==> src/rtl/serdes_tx_pkg.sv <==
// Shared types and constants for the TX serializer: FSM states, training/idle words, PRBS7 setup.
package serdes_tx_pkg;

    typedef enum logic {
        TRAIN,
        RUN
    } tx_state_e;

    localparam logic [9:0] TRAIN_WORD = 10'b1010101010;
    // K28.5 RD-, bit a at bit0
    localparam logic [9:0] IDLE_WORD  = 10'b0101111100;

    localparam logic [6:0]  PRBS7_SEED  = 7'h7F;
    localparam int unsigned PRBS7_TAP_A = 6;  // x^7
    localparam int unsigned PRBS7_TAP_B = 5;  // x^6

endpackage

==> src/rtl/tx_serializer_if.sv <==
// Parallel word handshake into the TX serializer.
interface tx_serializer_if #(
    parameter int unsigned WIDTH = 10
);
    logic [WIDTH-1:0] Din;
    logic             Din_valid;
    logic             Din_ready;

    modport master (output Din, output Din_valid, input Din_ready);
    modport slave  (input Din, input Din_valid, output Din_ready);
endinterface

==> src/rtl/prbs7_gen.sv <==
// PRBS7 (x^7+x^6+1) bit source; advances one step per cycle while en is high.
// Only present when PRBS_GEN_EN is defined.
`ifdef PRBS_GEN_EN
module prbs7_gen
    import serdes_tx_pkg::*;
(
    input  logic clk,
    input  logic rst_n,
    input  logic en,
    output logic bit_out
);
    logic [6:0] lfsr;

    assign bit_out = lfsr[PRBS7_TAP_A] ^ lfsr[PRBS7_TAP_B];

    always_ff @(posedge clk or negedge rst_n) begin
        if (!rst_n) begin
            lfsr <= PRBS7_SEED;
        end else if (en) begin
            lfsr <= {lfsr[5:0], bit_out};
        end
    end
endmodule
`endif

==> src/rtl/tx_serializer.sv <==
// LSB-first word serializer with training bursts, K28.5 idle fill and a sticky run-length monitor.
// Define PRBS_GEN_EN to add the prbs_mode port and a PRBS7 payload source.
module tx_serializer
    import serdes_tx_pkg::*;
#(
    parameter int unsigned WIDTH       = 10,
    parameter int unsigned TRAIN_WORDS = 16,
    parameter int unsigned MAX_RUN     = 5
) (
    input  logic           clk,
    input  logic           rst_n,
    tx_serializer_if.slave word_bus,
    input  logic           train_req,
`ifdef PRBS_GEN_EN
    input  logic           prbs_mode,
`endif
    output logic           Dout,
    output logic           word_strobe,
    output logic           train_active,
    output logic           run_len_err
);
    localparam int unsigned CNT_W  = $clog2(WIDTH);
    localparam int unsigned TCNT_W = $clog2(TRAIN_WORDS + 1);
    localparam int unsigned RUN_W  = $clog2(MAX_RUN + 2);
    localparam logic [CNT_W-1:0]  LAST_BIT  = CNT_W'(WIDTH - 1);
    localparam logic [TCNT_W-1:0] TRAIN_END = TCNT_W'(TRAIN_WORDS);
    localparam logic [RUN_W-1:0]  RUN_TRIP  = RUN_W'(MAX_RUN + 1);

    tx_state_e         state, state_nxt;
    logic [CNT_W-1:0]  bit_cnt;
    logic [TCNT_W-1:0] train_cnt, train_cnt_nxt;
    logic              train_pending, pending_nxt;
    logic [WIDTH-1:0]  shift_reg, shift_nxt;
    logic              train_active_nxt;
    logic [RUN_W-1:0]  run_cnt, run_nxt;
    logic              boundary;
    logic              din_ready;

`ifdef PRBS_GEN_EN
    logic prbs_bit, prbs_slot, prbs_slot_nxt;

    prbs7_gen u_prbs (
        .clk     (clk),
        .rst_n   (rst_n),
        .en      (prbs_slot_nxt),
        .bit_out (prbs_bit)
    );
`endif

    always_comb begin
        boundary         = (bit_cnt == LAST_BIT);
        state_nxt        = state;
        train_cnt_nxt    = train_cnt;
        pending_nxt      = train_pending;
        train_active_nxt = train_active;
        shift_nxt        = {1'b0, shift_reg[WIDTH-1:1]};
        din_ready        = 1'b0;
`ifdef PRBS_GEN_EN
        prbs_slot_nxt    = prbs_slot;
`endif
        if (boundary) begin
            unique case (state)
                TRAIN: begin
                    if (train_cnt == TRAIN_END) begin
                        state_nxt        = RUN;
                        train_active_nxt = 1'b0;
                        shift_nxt        = IDLE_WORD;
`ifdef PRBS_GEN_EN
                        prbs_slot_nxt    = prbs_mode;
`endif
                    end else begin
                        train_cnt_nxt    = train_cnt + TCNT_W'(1);
                        train_active_nxt = 1'b1;
                        shift_nxt        = TRAIN_WORD;
                    end
                end
                RUN: begin
                    if (train_req || train_pending) begin
                        state_nxt        = TRAIN;
                        train_cnt_nxt    = TCNT_W'(1);
                        pending_nxt      = 1'b0;
                        train_active_nxt = 1'b1;
                        shift_nxt        = TRAIN_WORD;
`ifdef PRBS_GEN_EN
                        prbs_slot_nxt    = 1'b0;
`endif
                    end else begin
                        train_active_nxt = 1'b0;
`ifdef PRBS_GEN_EN
                        prbs_slot_nxt    = prbs_mode;
                        din_ready        = !prbs_mode;
`else
                        din_ready        = 1'b1;
`endif
                        shift_nxt = (din_ready && word_bus.Din_valid) ? word_bus.Din : IDLE_WORD;
                    end
                end
                default: ;
            endcase
        end else if (state == RUN && train_req) begin
            pending_nxt = 1'b1;
        end
`ifdef PRBS_GEN_EN
        // PRBS slots keep the word framing; only the outgoing bit is replaced
        if (prbs_slot_nxt) begin
            shift_nxt[0] = prbs_bit;
        end
`endif
        if (shift_nxt[0] == shift_reg[0]) begin
            run_nxt = (run_cnt == RUN_TRIP) ? run_cnt : run_cnt + RUN_W'(1);
        end else begin
            run_nxt = RUN_W'(1);
        end
    end

    always_ff @(posedge clk or negedge rst_n) begin
        if (!rst_n) begin
            state         <= TRAIN;
            bit_cnt       <= LAST_BIT;
            train_cnt     <= '0;
            train_pending <= 1'b0;
            shift_reg     <= '0;
            word_strobe   <= 1'b0;
            train_active  <= 1'b0;
            run_cnt       <= RUN_W'(1);
            run_len_err   <= 1'b0;
`ifdef PRBS_GEN_EN
            prbs_slot     <= 1'b0;
`endif
        end else begin
            state         <= state_nxt;
            bit_cnt       <= boundary ? '0 : bit_cnt + CNT_W'(1);
            train_cnt     <= train_cnt_nxt;
            train_pending <= pending_nxt;
            shift_reg     <= shift_nxt;
            word_strobe   <= boundary;
            train_active  <= train_active_nxt;
            run_cnt       <= run_nxt;
            run_len_err   <= run_len_err || (run_nxt == RUN_TRIP);
`ifdef PRBS_GEN_EN
            prbs_slot     <= prbs_slot_nxt;
`endif
        end
    end

    assign Dout               = shift_reg[0];
    assign word_bus.Din_ready = din_ready;

endmodule

==> src/flat_wrapper.sv <==
// flat-port wrapper written by rule: the top's interface ports become plain ports
module tx_serializer_flat import serdes_tx_pkg::*;
#(
    parameter int unsigned WIDTH       = 10,
    parameter int unsigned TRAIN_WORDS = 16,
    parameter int unsigned MAX_RUN     = 5
)
  (clk, rst_n, train_req, Dout, word_strobe, train_active, run_len_err, word_bus_Din, word_bus_Din_valid, word_bus_Din_ready);
  tx_serializer_if #(.WIDTH(WIDTH)) word_bus_i ();
  input  logic clk;
  input  logic rst_n;
  input  logic train_req;
  output logic Dout;
  output logic word_strobe;
  output logic train_active;
  output logic run_len_err;
  input wire logic [$bits(word_bus_i.Din)-1:0] word_bus_Din;
  input wire logic [$bits(word_bus_i.Din_valid)-1:0] word_bus_Din_valid;
  output wire logic [$bits(word_bus_i.Din_ready)-1:0] word_bus_Din_ready;
  assign word_bus_i.Din = word_bus_Din;
  assign word_bus_i.Din_valid = word_bus_Din_valid;
  assign word_bus_Din_ready = word_bus_i.Din_ready;
  tx_serializer #(.WIDTH(WIDTH), .TRAIN_WORDS(TRAIN_WORDS), .MAX_RUN(MAX_RUN)) u_core (.clk(clk), .rst_n(rst_n), .word_bus(word_bus_i), .train_req(train_req), .Dout(Dout), .word_strobe(word_strobe), .train_active(train_active), .run_len_err(run_len_err));
endmodule
==> config.mk <==
export PLATFORM = sky130hd
export DESIGN_NAME = tx_serializer_flat
export DESIGN_NICKNAME = d
export VERILOG_FILES = /design/src/rtl/serdes_tx_pkg.sv /design/src/rtl/tx_serializer_if.sv /design/src/rtl/prbs7_gen.sv /design/src/rtl/tx_serializer.sv /design/src/flat_wrapper.sv
export SDC_FILE = /design/constraint.sdc
export NUM_CORES = 1
export LEC_CHECK = 0
export BUFFER_PORTS_ARGS = -buffer_cell sky130_fd_sc_hd__buf_4
export CORE_MARGIN = 3
export CORE_UTILIZATION = 54
export DETAILED_ROUTE_END_ITERATION = 8
export HOLD_SLACK_MARGIN = 0.05
export PLACE_DENSITY = 0.76
export RECOVER_POWER = 50
export SLEW_MARGIN = 20
export SYNTH_ARGS = -nofsm -noshare
export SYNTH_HDL_FRONTEND = slang
export SYNTH_SLANG_ARGS = --single-unit
==> constraint.sdc <==
create_clock -name clk -period 2.1 [get_ports clk]
set_input_delay 0.105 -clock clk [delete_from_list [all_inputs] [get_ports clk]]
set_output_delay 0.105 -clock clk [all_outputs]
set_load 0.05 [all_outputs]
# Word level (Yosys, flattened, before mapping)
# Cells that the tools add are included.
# op_classes
mux	23
eq_ne	9
addsub	3
n_reduce_logical	6
bitwise	1
# ops
op	count
$mux 10	4
$pmux 10 s2	1
$mux 1	10
$mux 5	2
$pmux 5 s2	1
$eq 3x3->1 const B	2
$mux 3	2
$ne 2x2->1 const B	3
$reduce_and 3->1	2
$add 5x1->5 const B	1
$eq 5x5->1 const B	1
$add 4x1->4 const B	1
$eq 4x4->1 const B	1
$mux 4	1
$pmux 1 s2	2
$add 3x1->3 const B	1
$logic_or 1x1->1	2
$ne 2x1->1 const B	1
$reduce_bool 2->1	1
$eq 1x1->1	1
$logic_and 1x1->1	1
$not 1->1	1
# word_totals
word_cells	51
reg_bits	27
out_inout_bits	5
inputBits	14

# Longest topological paths before layout
# logic_depth
depth_word	8
ltp_mapped	7
depth_no_buf	6

# Worst setup path after synthesis
# No wires, ideal clock.
# synth_timing
kind	register to output
from	register u_core.bit_cnt[0]
to	output word_bus_Din_ready
path_buffers	2
path_stages_with_launch	5
required_ns	1.995
slack_ns	0.318
arrival_time_ns	1.677
cell_sequence	dfstp_2 nand4bb_1 buf_6 clkbuf_1 nor2_1
# synth_via
elab_chain_cells	2
# synth_rtl
element	line_no	text
from (decl)	tx_serializer.sv:30	logic [CNT_W-1:0] bit_cnt;
from (signal assigned)	tx_serializer.sv:132	bit_cnt <= boundary ? '0 : bit_cnt + CNT_W'(1);
$eq 4x4->1	tx_serializer.sv:51	boundary = (bit_cnt == LAST_BIT);
$mux 1	tx_serializer.sv:61	if (boundary) begin
to (decl)	flat_wrapper.sv:19	output wire logic [$bits(word_bus_i.Din_ready)-1:0] word_bus_Din_ready;
# No other way between the ends.

# Worst setup path in the final report
# Ends and elaborated chain as after synthesis.

==> reports/metrics.cfg <==
[run_status]
outcome=finished, final reports clean

[layout]
syn_to_final_growth_pct=16.12
n_antenna_cell=0
final_util=0.7013
largest_register_ffs=10
nFillCells=172
nets=162
drive_above_1_share=0.2168

[worst_setup_path]
end_kind=output pin
cp_slowest_cell=dfstp_2
cp_num_buf_inv=2
cp-start-kind=register
critPathMaxFanout=15
cp_common_cell=buf_4
path_delay_family=flip-flops
r2r-end=u_core.run_len_err
reg2regPathDepth=6
crit_chain=nand4bb_1, buf_4, nor2_1, buf_4
critPathRequiredTime_ps=2000
ff2ff_setup_slack_ps=210
reg2reg_from=u_core.bit_cnt[0]
crit_path_max_incr_delay_ps=600
worstSetupPathType=reg -> out
arrival_ps=1810

[route]
first_pass_iters=4
vias=910
viasPerCell=5.353
wl_microns=2328
antenna_left=0
drc=0
drt_iter0_drc=6
wire_per_inst_microns=13.69

[worst_hold_path]
hold_path_class=in -> reg
min-delay-start=word_bus_Din[9]
holdPathStages=3
worstHoldEndpoint=u_core.shift_reg[9]

[timing]
setup-violations-final=0
fin_skew_ps=4.269
fmax_ghz=0.5220
hold_viol_final=0
period_minus_slack_ps=1916
setup_tns_ps=0
worst_slew_pin_slew_ps=1390
rsz0062_at_grt=no
finalCritPeriodShare=0.9123
drv_slew=0
slew_headroom=0.07361
whs_ps=87.22

[synthesis]
ys_seq_area_frac=0.5403
yosys.area.top_type_share=0.4776
ys_ff_latch=27
netlist_instances=121
synth_area_sq_um=1257
syn_avg_cell_area_sq_um=10.39
ys_types=34
yosys.area.top_type=dfrtp_1
yosys_warnings=0
ys_top_cells_by_area=dfrtp_1 (48%), dfstp_2 (6.3%), a21oi_1 (5.2%), ha_1 (4.0%), nand2_1 (3.9%)
synth_fp_nets=139

[grt]
grt-ovfl-total=0
grt_max_degree=28
grt_pass1_vias=978
grt_pass1_wl_microns=4050
gr-usage-all-layers=0.1904
antenna_found_initial=0

[clock_network]
cts_buffers=3
cts_resized=0
clock_path_buffers=2
cts_sinks=27
insertion_delay_ps=310
cts_tree=built
path_clk_slew_ps=140
cts-root-buf=clkbuf_4
cts-htree-levels=1

[floorplanning]
die_y_microns=54.26
coreArea_sq_um=2082
dieArea_sq_um=2944
rows=16
fp.dieW_microns=54.26
start_util=0.6040
io_pins=19

[placement]
dp_hpwl_microns=1746
gp_congestion=0.7540
io_buffers=18

[power]
power.leakage_nw=0.7061
powerDensity_nw_per_um2=528.5
vdd_ir_drop_max_v=0.0004091

[flow_run]
maxCapViolations=0

## through the flow
stage               instance area (sq um)  setup WS (ps)  power (mW)  cells
floorplan                            1257          318.1      0.5334    121
global placement                     1406          318.3      0.5648    163
detailed placement                   1406          209.2      0.5651    163
CTS                                  1464          159.6      0.7846    170
global route                         1460          62.82      0.8116    170
finish                               1460          184.2      0.7717    170
## timing repair
item,4_1_cts,5_1_grt
buffers inserted,0,0
hold endpoints to repair,29,0
hold buffers,3,0
## how the worst max path moves through the flow
stage	startpoint	to	slack (ps)	cells past startpoint
after floorplan	u_core.bit_cnt[0]	word_bus_Din_ready	320	4
after global placement	u_core.state	u_core.run_len_err	320	5
after detailed placement	u_core.bit_cnt[0]	u_core.run_len_err	210	6
after CTS	u_core.bit_cnt[0]	word_bus_Din_ready	160	4
after global routing	u_core.bit_cnt[0]	word_bus_Din_ready	60	4
final	u_core.bit_cnt[0]	word_bus_Din_ready	180	4
## cell usage in the layout (no fill, tap or decap), types with 3 or more instances in the layout
master,netlist,final
a21oi_1,13,13
nor2_1,6,6
dfrtp_1,24,24
ha_1,4,4
xnor2_1,4,4
dfstp_2,3,3
buf_4,0,19
inv_1,8,8
nand2_1,13,13
dlygate4sd3_1,0,3
clkbuf_4,0,3
nand3_1,3,3
o21ai_0,9,9
nand2b_1,5,5
## synth_stat cells
cell type	n
a211o_1	1
a21oi_1	13
a21oi_2	1
a22o_1	1
and2_1	1
and3_1	1
and4_1	1
buf_2	1
buf_6	2
clkbuf_1	2
dfrtp_1	24
dfstp_2	3
ha_1	4
inv_1	8
inv_4	1
mux2_2	1
mux2i_1	1
nand2_1	13
nand2b_1	5
nand3_1	3
nand3b_1	1
nand4bb_1	1
nor2_1	6
nor3_1	2
nor3b_2	1
nor4b_1	1
o21a_1	1
o21ai_0	9
o22a_1	2
o31ai_1	2
o41ai_2	1
or2_1	1
or3_1	2
xnor2_1	4
## worst min-delay path: cells and delay by family
family / cells / cell delay (ps)
AO/OA/AOI/OAI: 1 / 50
AND/OR/NAND/NOR: 1 / 120
buffers and inverters: 1 / 70
## cell families after synthesis
group	after synthesis	synth area share
AO/OA/AOI/OAI	31	0.1532
XOR/XNOR	4	0.02786
adder cells (fa/ha/maj)	4	0.03980
buffers and inverters	14	0.05672
flip-flops	27	0.5403
multiplexers	2	0.01692
AND/OR/NAND/NOR	39	0.1652
## routing by layer
metal | up-vias | GRT usage | share of wire
li1 | 454 | - | -
met5 | - | 0 | 0
met3 | 2 | 0.02997 | 0.033
met2 | 10 | 0.3426 | 0.49
met4 | 0 | 0.06224 | 0.0056
met1 | 444 | 0.2301 | 0.47
## area by class of cell
cell class	count	area, sq um	area share
Clock inverter	1	5.005	0.003428
Sequential cell	27	679.4	0.4653
Multi-Input combinational cell	80	506.7	0.3470
Tap cell	27	33.78	0.02314
Inverter	9	36.28	0.02485
Clock buffer	3	22.52	0.01542
Timing Repair Buffer	23	176.4	0.1208
## where the power goes
group | leakage, nW | switching, mW | internal [mW]
Combinational | 0.338 | 0.0172 | 0.0204
Sequential | 0.350 | 0 | 0.520
Clock | 0.0177 | 0.143 | 0.0711
Power figures use the tool's default switching activity.
